==> config.mk <==
export PLATFORM = sky130hd
export DESIGN_NAME = fifo_uart_tx
export DESIGN_NICKNAME = d
export VERILOG_FILES = /design/src/rtl/fifo_uart_tx.sv
export SDC_FILE = /design/constraint.sdc
export NUM_CORES = 1
export LEC_CHECK = 0
export BUFFER_PORTS_ARGS = -buffer_cell sky130_fd_sc_hd__buf_4
export CAP_MARGIN = 20
export CORE_ASPECT_RATIO = 1.5
export CORE_UTILIZATION = 40
export CTS_CLUSTER_SIZE = 30
export DETAILED_ROUTE_END_ITERATION = 6
export GPL_ROUTABILITY_DRIVEN = 0
export HOLD_SLACK_MARGIN = 0.02
export PLACE_DENSITY = 0.55
export SETUP_SLACK_MARGIN = 0.3
export SKIP_LAST_GASP = 1
export SLEW_MARGIN = 20
export SYNTH_ARGS = -nofsm -noshare
export SYNTH_HDL_FRONTEND = slang
export SYNTH_SLANG_ARGS = --single-unit
export TNS_END_PERCENT = 30
==> constraint.sdc <==
create_clock -name clk -period 4.87 [get_ports clk]
set_input_delay 0.2435 -clock clk [delete_from_list [all_inputs] [get_ports clk]]
set_output_delay 0.2435 -clock clk [all_outputs]
set_load 0.05 [all_outputs]
==> src/rtl/fifo_uart_tx.sv <==
// UART transmit stage: pops one word from an upstream FIFO when idle and serialises it
// as start / LSB-first data / optional parity / stop at a fixed divider-derived baud.
module fifo_uart_tx #(
  parameter int unsigned CLKS_PER_BIT = 868,
  parameter int unsigned DATA_WIDTH   = 8,
  parameter bit          PARITY_EN    = 1'b0,
  parameter bit          PARITY_ODD   = 1'b0
) (
  input  logic                  clk,
  input  logic                  reset,
  input  logic                  fifo_empty,
  input  logic [DATA_WIDTH-1:0] fifo_data,
  output logic                  fifo_rd,
  output logic                  tx,
  output logic                  busy
);

  localparam int unsigned BaudW = $clog2(CLKS_PER_BIT);
  localparam int unsigned IdxW  = $clog2(DATA_WIDTH) + 1;

  localparam logic [BaudW-1:0] BaudLast = BaudW'(CLKS_PER_BIT - 1);
  localparam logic [IdxW-1:0]  IdxLast  = IdxW'(DATA_WIDTH - 1);

  typedef enum logic [2:0] {
    StIdle,
    StFetch,
    StStart,
    StData,
    StParity,
    StStop
  } state_e;

  state_e                state_q, state_d;
  logic                  tx_q, tx_d;
  logic [BaudW-1:0]      baud_q, baud_d;
  logic [IdxW-1:0]       idx_q, idx_d;
  logic [DATA_WIDTH-1:0] shift_q, shift_d;
  logic                  parity_q, parity_d;

  logic baud_last;
  logic idx_last;

  assign baud_last = (baud_q == BaudLast);
  assign idx_last  = (idx_q == IdxLast);

  always_comb begin
    state_d  = state_q;
    tx_d     = tx_q;
    baud_d   = baud_q;
    idx_d    = idx_q;
    shift_d  = shift_q;
    parity_d = parity_q;
    fifo_rd  = 1'b0;

    case (state_q)
      StIdle: begin
        tx_d   = 1'b1;
        baud_d = '0;
        // Reset gating keeps the FIFO from losing a word while we are held in reset.
        if (!fifo_empty && !reset) begin
          fifo_rd = 1'b1;
          state_d = StFetch;
        end
      end

      StFetch: begin
        // FIFO read data is registered, so it is valid only now, one cycle after the pop.
        shift_d  = fifo_data;
        parity_d = (^fifo_data) ^ PARITY_ODD;
        baud_d   = '0;
        tx_d     = 1'b0;
        state_d  = StStart;
      end

      StStart: begin
        if (baud_last) begin
          baud_d  = '0;
          idx_d   = '0;
          tx_d    = shift_q[0];
          state_d = StData;
        end else begin
          baud_d = baud_q + BaudW'(1);
        end
      end

      StData: begin
        if (baud_last) begin
          baud_d  = '0;
          shift_d = shift_q >> 1;
          idx_d   = idx_q + IdxW'(1);
          if (idx_last) begin
            if (PARITY_EN) begin
              tx_d    = parity_q;
              state_d = StParity;
            end else begin
              tx_d    = 1'b1;
              state_d = StStop;
            end
          end else begin
            tx_d = shift_d[0];
          end
        end else begin
          baud_d = baud_q + BaudW'(1);
        end
      end

      StParity: begin
        if (baud_last) begin
          baud_d  = '0;
          tx_d    = 1'b1;
          state_d = StStop;
        end else begin
          baud_d = baud_q + BaudW'(1);
        end
      end

      StStop: begin
        tx_d = 1'b1;
        if (baud_last) begin
          baud_d  = '0;
          state_d = StIdle;
        end else begin
          baud_d = baud_q + BaudW'(1);
        end
      end

      default: begin
        tx_d    = 1'b1;
        baud_d  = '0;
        state_d = StIdle;
      end
    endcase
  end

  always_ff @(posedge clk) begin
    if (reset) begin
      state_q  <= StIdle;
      tx_q     <= 1'b1;
      baud_q   <= '0;
      idx_q    <= '0;
      shift_q  <= '0;
      parity_q <= 1'b0;
    end else begin
      state_q  <= state_d;
      tx_q     <= tx_d;
      baud_q   <= baud_d;
      idx_q    <= idx_d;
      shift_q  <= shift_d;
      parity_q <= parity_d;
    end
  end

  assign tx   = tx_q;
  assign busy = (state_q != StIdle);

endmodule

# Yosys cells after proc, flatten, opt, wreduce, memory -nomap -nowiden
# Cells that the tools add are included.
# word_totals
reg_bits	26
inputBits	11
out_inout_bits	3
wordCells	53
# op_classes
add_sub_neg	2
n_eq_ne	13
mux	19
bitwise_logic	1
reduce_logical	13
# op_table
op	n
3-bit 2-to-1 mux	6
3-bit one-hot mux with 6 select lines	1
8-bit one-hot mux with 2 select lines	1
2-bit != test (second input constant)	6
10-bit by 1-bit adder with 10-bit output (second input constant)	1
10-bit equality test (second input constant)	1
4-bit 2-to-1 mux	2
8-bit 2-to-1 mux	1
4-bit one-hot mux with 2 select lines	1
3-bit by 2-bit equality test with 1-bit output (second input constant)	2
3-bit equality test (second input constant)	2
1-bit 2-to-1 mux	6
3-bit AND reduction	2
6-bit AND reduction	1
4-bit by 1-bit adder with 4-bit output (second input constant)	1
4-bit by 3-bit equality test with 1-bit output (second input constant)	1
1-bit one-hot mux with 4 select lines	1
2-bit nonzero test	2
4-bit OR reduction	1
3-bit by 1-bit equality test with 1-bit output (second input constant)	1
3-bit logical NOT	1
3-bit nonzero test	1
3-bit OR reduction	1
1-bit logical NOT	2
other kinds (3)	3

# Longest topological paths before layout
# Gate-level depths: netlist of run 1.
# depth
ltp_word	4
depth_mapped	6
depth_no_buf	5

# Worst setup path after synthesis of run 1
# OpenSTA, ideal clock, no wires.
# synth_path
path_type	reg-to-output
start	register state_q[0]
end	output fifo_rd
arrival_ns	2.332
t_required_ns	4.627
setup_slack_ns	2.294
stages_incl_launch_ff	4
cell_sequence	dfxtp_1 -> buf_2 -> clkbuf_1 -> nor4b_1
# synth_between
elab_chain_len	2
# synth_rtl
element	line	source
start, declared	33	state_e state_q, state_d;
start signal, assigned	137	state_q <= StIdle;
start signal, assigned	144	state_q <= state_d;
3-bit logical NOT	55	case (state_q)
1-bit 2-to-1 mux	55	
end, declared	13	output logic fifo_rd,
# No other way between the ends.

# Worst setup path in the final report of run 1
# layout_path
start	register state_q[1]
end	register idx_q[0]
# layout_between
elab_chain_len	3
word_cells_on_any_way	7
classes_between	eq/ne (4); mux (1); reduce/logical (2)
# layout_rtl
element	line	source
3-bit by 2-bit equality test with 1-bit output	55	
2-bit != test (no source line) or 2-bit nonzero test (tied branches)	n/a	
3-bit AND reduction (no source line)	n/a	
end signal, assigned	147	idx_q <= idx_d;
end, declared	36	logic [IdxW-1:0] idx_q, idx_d;
# Parallel ways exist; a longest one is shown, timed or not.
# A chain may end at the register's enable or synchronous reset.

==> flow_metrics.env, run 1 <==
export IMPL_slew_viol_final=0
export IMPL_ant_nets=0
export IMPL_vias=1121
export IMPL_cp_start_kind="flip-flop"
export IMPL_ios=14
export IMPL_slowest_stage="dfxtp_1"
export IMPL_cts_root_buffer="clkbuf_8"
export IMPL_grt_max_degree=22
export IMPL_critPathKind="reg2reg"
export IMPL_seqCellArea_um2=520
export IMPL_seq_area_frac_synth_pct=39.2
export IMPL_antenna_cells=0
export IMPL_rsz0062_at_grt="false"
export IMPL_hold_buffers=0
export IMPL_crit_buf_inv=0
export IMPL_drv_cap=0
export IMPL_avgSynthCellArea_um2=8.68
export IMPL_use_met2_pct=32.0
export IMPL_die_x_um=49.1
export IMPL_grt_pass1_wl_mm=4.69
export IMPL_start_util_pct=42.1
export IMPL_drcViolationCount=0
export IMPL_coreArea_um2=3160
export IMPL_synthCells=153
export IMPL_finalCriticalPeriod_ns=1.98
export IMPL_setup_viol_count_final=0
export IMPL_crit_chain="nor2b_1, nand4_2, or3b_1, a21oi_1"
export IMPL_rows=25
export IMPL_multi_input_area_um2=736
export IMPL_critPathMaxStageDelay_ns=0.78
export IMPL_ys_async_sr_fraction_pct=0
export IMPL_peakVddDrop_mv=0.179
export IMPL_outcome="complete, no violations"
export IMPL_h_tree_depth=1
export IMPL_grt_use_total_pct=17.0
export IMPL_finalCritPeriodShare_pct=40.7
export IMPL_cts_tree="yes"
export IMPL_grt_pass1_vias=1082
export IMPL_p_per_area_nw_per_um2=283
export IMPL_gr_usage_met1_pct=17.9
export IMPL_netlist_area_um2=1330
export IMPL_crit_arrival_ns=2.18
export IMPL_post_cts_buffers=0
export IMPL_fin_setup_tns_ns=0
export IMPL_syn_nets=166
export IMPL_finalNonFillerCells=198
export IMPL_busiest_layer="met2"
export IMPL_wirelength_mm=2.57
export IMPL_dp_hpwl_mm=1.86
export IMPL_power_uw=412
export IMPL_final_core_util_pct=46.1
export IMPL_fillers=338
export IMPL_initialDrtViolationCount=14
export IMPL_clock_skew_final_ns=0.00222
export IMPL_fmax_ghz=0.505
export IMPL_cts_resized=0
export IMPL_critPathMaxFanout=20
export IMPL_placed_cells=195
export IMPL_p_leak_nw=0.521
export IMPL_netlist_cell_type_count=36
export IMPL_clock_sinks=26
export IMPL_worstHoldPathType="in2reg"
export IMPL_cp_end_kind="flip-flop"
export IMPL_worst_slew_pin_slew_ns=0.704
export IMPL_antenna_found_initial=0
export IMPL_synth_seq_cells=26
export IMPL_die_h_um=72.6
export IMPL_yosysWarningCount=0
export IMPL_avgViaCountPerCell=5.66
export IMPL_crit_family="simple AND/OR/NAND/NOR gates"
export IMPL_drive_gt1_share_pct=12.7
export IMPL_die_area_um2=3560
export IMPL_worstPathRequired_ns=5.07
export IMPL_use_met3_pct=2.50
export IMPL_grt_ovfl_total=0
export IMPL_clk_pin_slew_ns=0.08
export IMPL_port_buffers=13
export IMPL_synth_ff_type="dfxtp_1"
export IMPL_synth_top_cell_by_area="dfxtp_1"
export IMPL_ys_top_cells_by_area="dfxtp_1 39%, nand3_1 5.6%, a21oi_1 4.9%, mux2i_1 4.5%, nor2_1 4.2%"
export IMPL_clk_latency_ns=0.27
export IMPL_synth_top_area_share_pct=39.2
export IMPL_finalHoldViolCount=0
export IMPL_syn_to_final_growth_pct=9.60
export IMPL_cts_made_buffers=3
export IMPL_synth_edf_count=0
export IMPL_nets=173
export IMPL_clk_path_buf_depth=2
export IMPL_dr_pass1_iters=4
export IMPL_avgRoutedWirePerCell_um=13.0
export IMPL_relSlewSlack_pct=53.0
==> cell usage after synthesis (2+ instances only) <==
master	number
a21o_1	7
a21oi_1	13
and3_1	3
buf_2	4
buf_6	2
clkbuf_1	4
dfxtp_1	26
ha_1	2
inv_1	3
mux2i_1	6
nand2_1	6
nand2b_1	3
nand3_1	15
nand4_1	5
nand4_2	2
nor2_1	15
nor2b_1	6
nor3_1	2
nor4b_1	2
o21ai_0	4
xnor2_1	4
xor2_1	5
==> worst reg2reg max path, stage by stage, from the launching register on <==
cell     delay [ns]
dfxtp_1        0.78
nor2b_1        0.38
nand4_2        0.20
or3b_1         0.40
a21oi_1        0.15
==> report_power, final <==
part	leakage (nW)	internal [mW]	switching (mW)
registers	0.211	0.220	0.0129
logic	0.288	0.0265	0.0316
clock network	0.0216	0.0555	0.0648
total	0.521	0.302	0.109
==> through the flow <==
step | setup slack, ns | hold slack [ns] | instance area (um2)
2_1_floorplan | 2.29 | 0.407 | 1330
3_3_place_gp | 2.96 | 0.457 | 1420
3_5_place_dp | 2.92 | 0.458 | 1420
4_1_cts | 2.89 | 0.249 | 1460
5_1_grt | 2.70 | 0.253 | 1460
6_report | 2.89 | 0.251 | 1460
==> path summary, 6_finish.rpt <==
kind	startpoint	end	slack, ns	cells after the start
setup / recovery	state_q[1]	idx_q[0]	2.89	4
hold / removal	fifo_data[7]	shift_q[7]	0.25	3
setup reg to reg	state_q[1]	idx_q[0]	2.89	4
hold reg to reg	shift_q[4]	shift_q[4]	0.47	2
==> layer usage <==
layer | wire length [um] | up-vias
met2 | 1380 | 13
met4 | 56 | 0
met5 | 0 | -
li1 | - | 557
met1 | 1090 | 546
met3 | 44 | 5
==> layout by cell type, fill, tap and decap left out, types with 3 or more instances in the layout <==
cell type / instances
a21o_1: 7
a21oi_1: 13
and3_1: 3
buf_4: 13
clkbuf_8: 3
dfxtp_1: 26
inv_1: 3
mux2i_1: 6
nand2_1: 6
nand2b_1: 3
nand3_1: 15
nand4_1: 5
nor2_1: 15
nor2b_1: 6
o21ai_0: 4
xnor2_1: 4
xor2_1: 5
==> cells by family (layout without fill, tap and decap cells) <==
logic type,count (synthesis),after routing,synth area share (%)
AND/OR/NAND/NOR,65,65,28.1
AO/OA/AOI/OAI,31,31,15.0
flip-flops,26,26,39.2
buffers and inverters,14,19,5.46
XOR/XNOR,9,9,5.93
multiplexers,6,6,4.52
adder cells (fa/ha/maj),2,2,1.88
==> sequential cells by signal, indices dropped and copies added (netlist names) <==
name and count:
baud_q 10, idx_q 4, shift_q 8, state_q 3, tx 1
==> layout make-up <==
| class | count | share of cell area [%] |
|---|---|---|
| clock buffer | 3 | 2.84 |
| timing repair buffer | 13 | 6.70 |
| sequential | 26 | 35.7 |
| tap | 40 | 3.44 |
| inverter | 3 | 0.773 |
| multi-input combinational | 113 | 50.5 |
Power figures use the tool's default switching activity.
==> run 2: changes to the inputs <==
--- a/config.mk
+++ b/config.mk
@@ -5,6 +5,7 @@
 export SDC_FILE = /design/constraint.sdc
 export NUM_CORES = 1
 export LEC_CHECK = 0
+export ABC_AREA = 1
 export BUFFER_PORTS_ARGS = -buffer_cell sky130_fd_sc_hd__buf_4
 export CAP_MARGIN = 20
 export CORE_ASPECT_RATIO = 1.5
@@ -13,7 +14,7 @@
 export DETAILED_ROUTE_END_ITERATION = 6
 export GPL_ROUTABILITY_DRIVEN = 0
 export HOLD_SLACK_MARGIN = 0.02
-export PLACE_DENSITY = 0.55
+export PLACE_DENSITY = 0.57
 export SETUP_SLACK_MARGIN = 0.3
 export SKIP_LAST_GASP = 1
 export SLEW_MARGIN = 20
==> constraint.sdc (replaced) <==
create_clock -name clk -period 1.7 [get_ports clk]
set_input_delay 0.085 -clock clk [delete_from_list [all_inputs] [get_ports clk]]
set_output_delay 0.085 -clock clk [all_outputs]
set_load 0.05 [all_outputs]
==> flow_metrics.env, run 2 <==
export IMPL_port_buffers=13
export IMPL_fmax_ghz=0.744
export IMPL_dr_pass1_iters=4
export IMPL_synth_compound_area_share_pct=9.50
export IMPL_worstHoldPathType="in2reg"
export IMPL_avgViaCountPerCell=4.82
export IMPL_synthMuxAreaShare_pct=0
export IMPL_worst_slew_pin_slew_ns=0.216
export IMPL_worstPathRequired_ns=1.62
export IMPL_ant_nets=0
export IMPL_antenna_found_initial=0
export IMPL_ys_top_cells_by_area="dfxtp_1 37%, nand2_1 17%, nor2_1 8.7%, nand3_1 7.7%, inv_1 7.1%"
export IMPL_synth_seq_cells=26
export IMPL_ios=14
export IMPL_h_tree_depth=1
export IMPL_synth_edf_count=0
export IMPL_initialDrtViolationCount=25
export IMPL_synth_simple_area_share_pct=39.4
export IMPL_synthCells=223
export IMPL_cp_end_kind="primary output"
export IMPL_fin_setup_tns_ns=0
export IMPL_peakVddDrop_mv=0.557
export IMPL_synth_xor_area_share_pct=3.08
export IMPL_p_per_area_nw_per_um2=1240
export IMPL_clk_pin_slew_ns=0.09
export IMPL_outcome="complete, no violations"
export IMPL_clk_latency_ns=0.28
export IMPL_antenna_cells=0
export IMPL_largest_reg_flops=10
export IMPL_layout_setup_ws_ns=0.355
export IMPL_vias=1383
export IMPL_critPathKind="reg2out"
export IMPL_cts_made_buffers=3
export IMPL_clock_skew_final_ns=0.00200
export IMPL_finalInstanceArea_um2=1790
export IMPL_p_leak_nw=0.777
export IMPL_synth_top_cell_by_area="dfxtp_1"
export IMPL_drv_cap=0
export IMPL_nets=259
export IMPL_finalHoldViolCount=0
export IMPL_rsz0062_at_grt="true"
export IMPL_synth_adder_area_share_pct=1.76
export IMPL_synth_top_family_by_area="simple AND/OR/NAND/NOR gates"
export IMPL_final_cell_mix="61 x nand2_1, 31 x nor2_1, 26 x inv_1"
export IMPL_avgRoutedWirePerCell_um=11.2
export IMPL_drcViolationCount=0
export IMPL_wirelength_mm=3.22
export IMPL_start_util_pct=41.6
export IMPL_syn_nets=236
export IMPL_ys_async_sr_fraction_pct=0
export IMPL_die_area_um2=3800
export IMPL_rows=26
export IMPL_dp_hpwl_mm=2.24
export IMPL_reg_top3="baud_q x10, shift_q x8, idx_q x4"
export IMPL_grt_use_total_pct=17.3
export IMPL_critPathMaxFanout=7
export IMPL_die_h_um=75.0
export IMPL_coreArea_um2=3420
export IMPL_cts_tree="yes"
export IMPL_grt_max_degree=15
export IMPL_layout_commonest_cell="nand2_1"
export IMPL_syn_to_final_growth_pct=25.9
export IMPL_regMostFlops="baud_q"
export IMPL_relSlewSlack_pct=85.6
export IMPL_seq_area_frac_synth_pct=36.6
export IMPL_avgSynthCellArea_um2=6.38
export IMPL_netlist_area_um2=1420
export IMPL_power_mw=2.22
export IMPL_grt_ovfl_total=0
export IMPL_clk_path_buf_depth=2
export IMPL_grt_pass1_wl_mm=4.92
export IMPL_finalCriticalPeriod_ns=1.34
export IMPL_netlist_cell_type_count=26
export IMPL_cp_start_kind="flip-flop"
export IMPL_synth_top_area_share_pct=36.6
export IMPL_synth_most_common_cell="nand2_1"
export IMPL_synth_commonest_cells="65 x nand2_1, 33 x nor2_1, 27 x inv_1"
export IMPL_crit_arrival_ns=1.26
export IMPL_pre_cts_ws_ns=0.235
export IMPL_synth_ff_type="dfxtp_1"
export IMPL_die_x_um=50.7
export IMPL_grt_pass1_vias=1213
export IMPL_finalCritPeriodShare_pct=79.1
export IMPL_clock_sinks=26
export IMPL_yosysWarningCount=0
export IMPL_cts_root_buffer="clkbuf_8"
export IMPL_drive_gt1_share_pct=20.8
export IMPL_place_area_um2=1590
export IMPL_setup_viol_count_final=0
export IMPL_slew_viol_final=0
export IMPL_rrSetupSlack_ns=0.39
[run 2: cell count changes in the layout (fill, tap and decap cells not counted), moves of 4 or more]
| cell | change |
|---|---|
| nand2_1 | +55 |
| inv_1 | +23 |
| nor2_1 | +16 |
| a21o_1 | -7 |
| nand3_1 | +7 |
| buf_4 | +6 |
| mux2i_1 | -6 |
| nor2b_1 | -6 |
| dfxtp_1 | -5 |
| nor2_4 | +5 |
| dfxtp_2 | +4 |
| nand2_4 | +4 |
| xnor2_1 | -4 |
[run 2: cells by family after synthesis]
kind of cell    Yosys count
flops                    26
simple gates            132
xor+xnor                  5
buf+inv                  33
fa+ha+maj                 2
compound gates           25
[run 2: layout make-up]
| type | count | area [um2] |
|---|---|---|
| sequential | 26 | 529 |
| multi-input combinational | 166 | 885 |
| timing repair buffer | 21 | 164 |
| inverter | 28 | 105 |
| fill | 382 | 1630 |
| tap | 42 | 52.6 |
| clock buffer | 4 | 55.1 |
[run 2: timing repair]
item / 4_1_cts / 5_1_grt
setup buffers: 0 / 3
hold buffers: 1 / 0
hold endpoints to repair: 3 / 0
setup endpoints to repair: 16 / 19
pin swaps: 1 / 6
cloned: 0 / 2
resized for setup: 5 / 21
[run 2: routing by layer]
layer	track usage (%)	up-vias	wire length, um
met4	11.1	0	83
met3	1.82	7	52
li1	-	746	-
met1	17.6	617	1400
met2	33.0	13	1690
met5	0	-	0
[run 2: through the flow]
| step | utilization (%) | hold slack, ns | instances |
|---|---|---|---|
| final | 52.4 | 0.168 | 287 |
| after global routing | 52.4 | 0.192 | 287 |
| after CTS | 49.1 | 0.168 | 282 |
| after detailed placement | 46.6 | 0.316 | 277 |
| after global placement | 46.6 | 0.314 | 277 |
| after floorplan | - | 0.154 | 223 |
[run 2: critical path, stage by stage (launching register included)]
cell and delay [ns]:
dfxtp_2 0.38, nor2_4 0.18, nand2_4 0.08, nor3_4 0.17, buf_6 0.18
[run 2: path summary, 6_finish.rpt]
check,end,depth (start not counted),from
max,fifo_rd,4,state_q[0]
min reg2reg,shift_q[4],2,shift_q[4]
max reg2reg,idx_q[0],7,baud_q[0]
min,shift_q[7],5,fifo_data[7]
[run 2: power breakdown]
group          leakage (nW)  switching [mW]  internal, mW
sequential            0.214           0.128         0.744
combinational         0.535           0.569         0.364
clock                0.0288           0.206         0.208
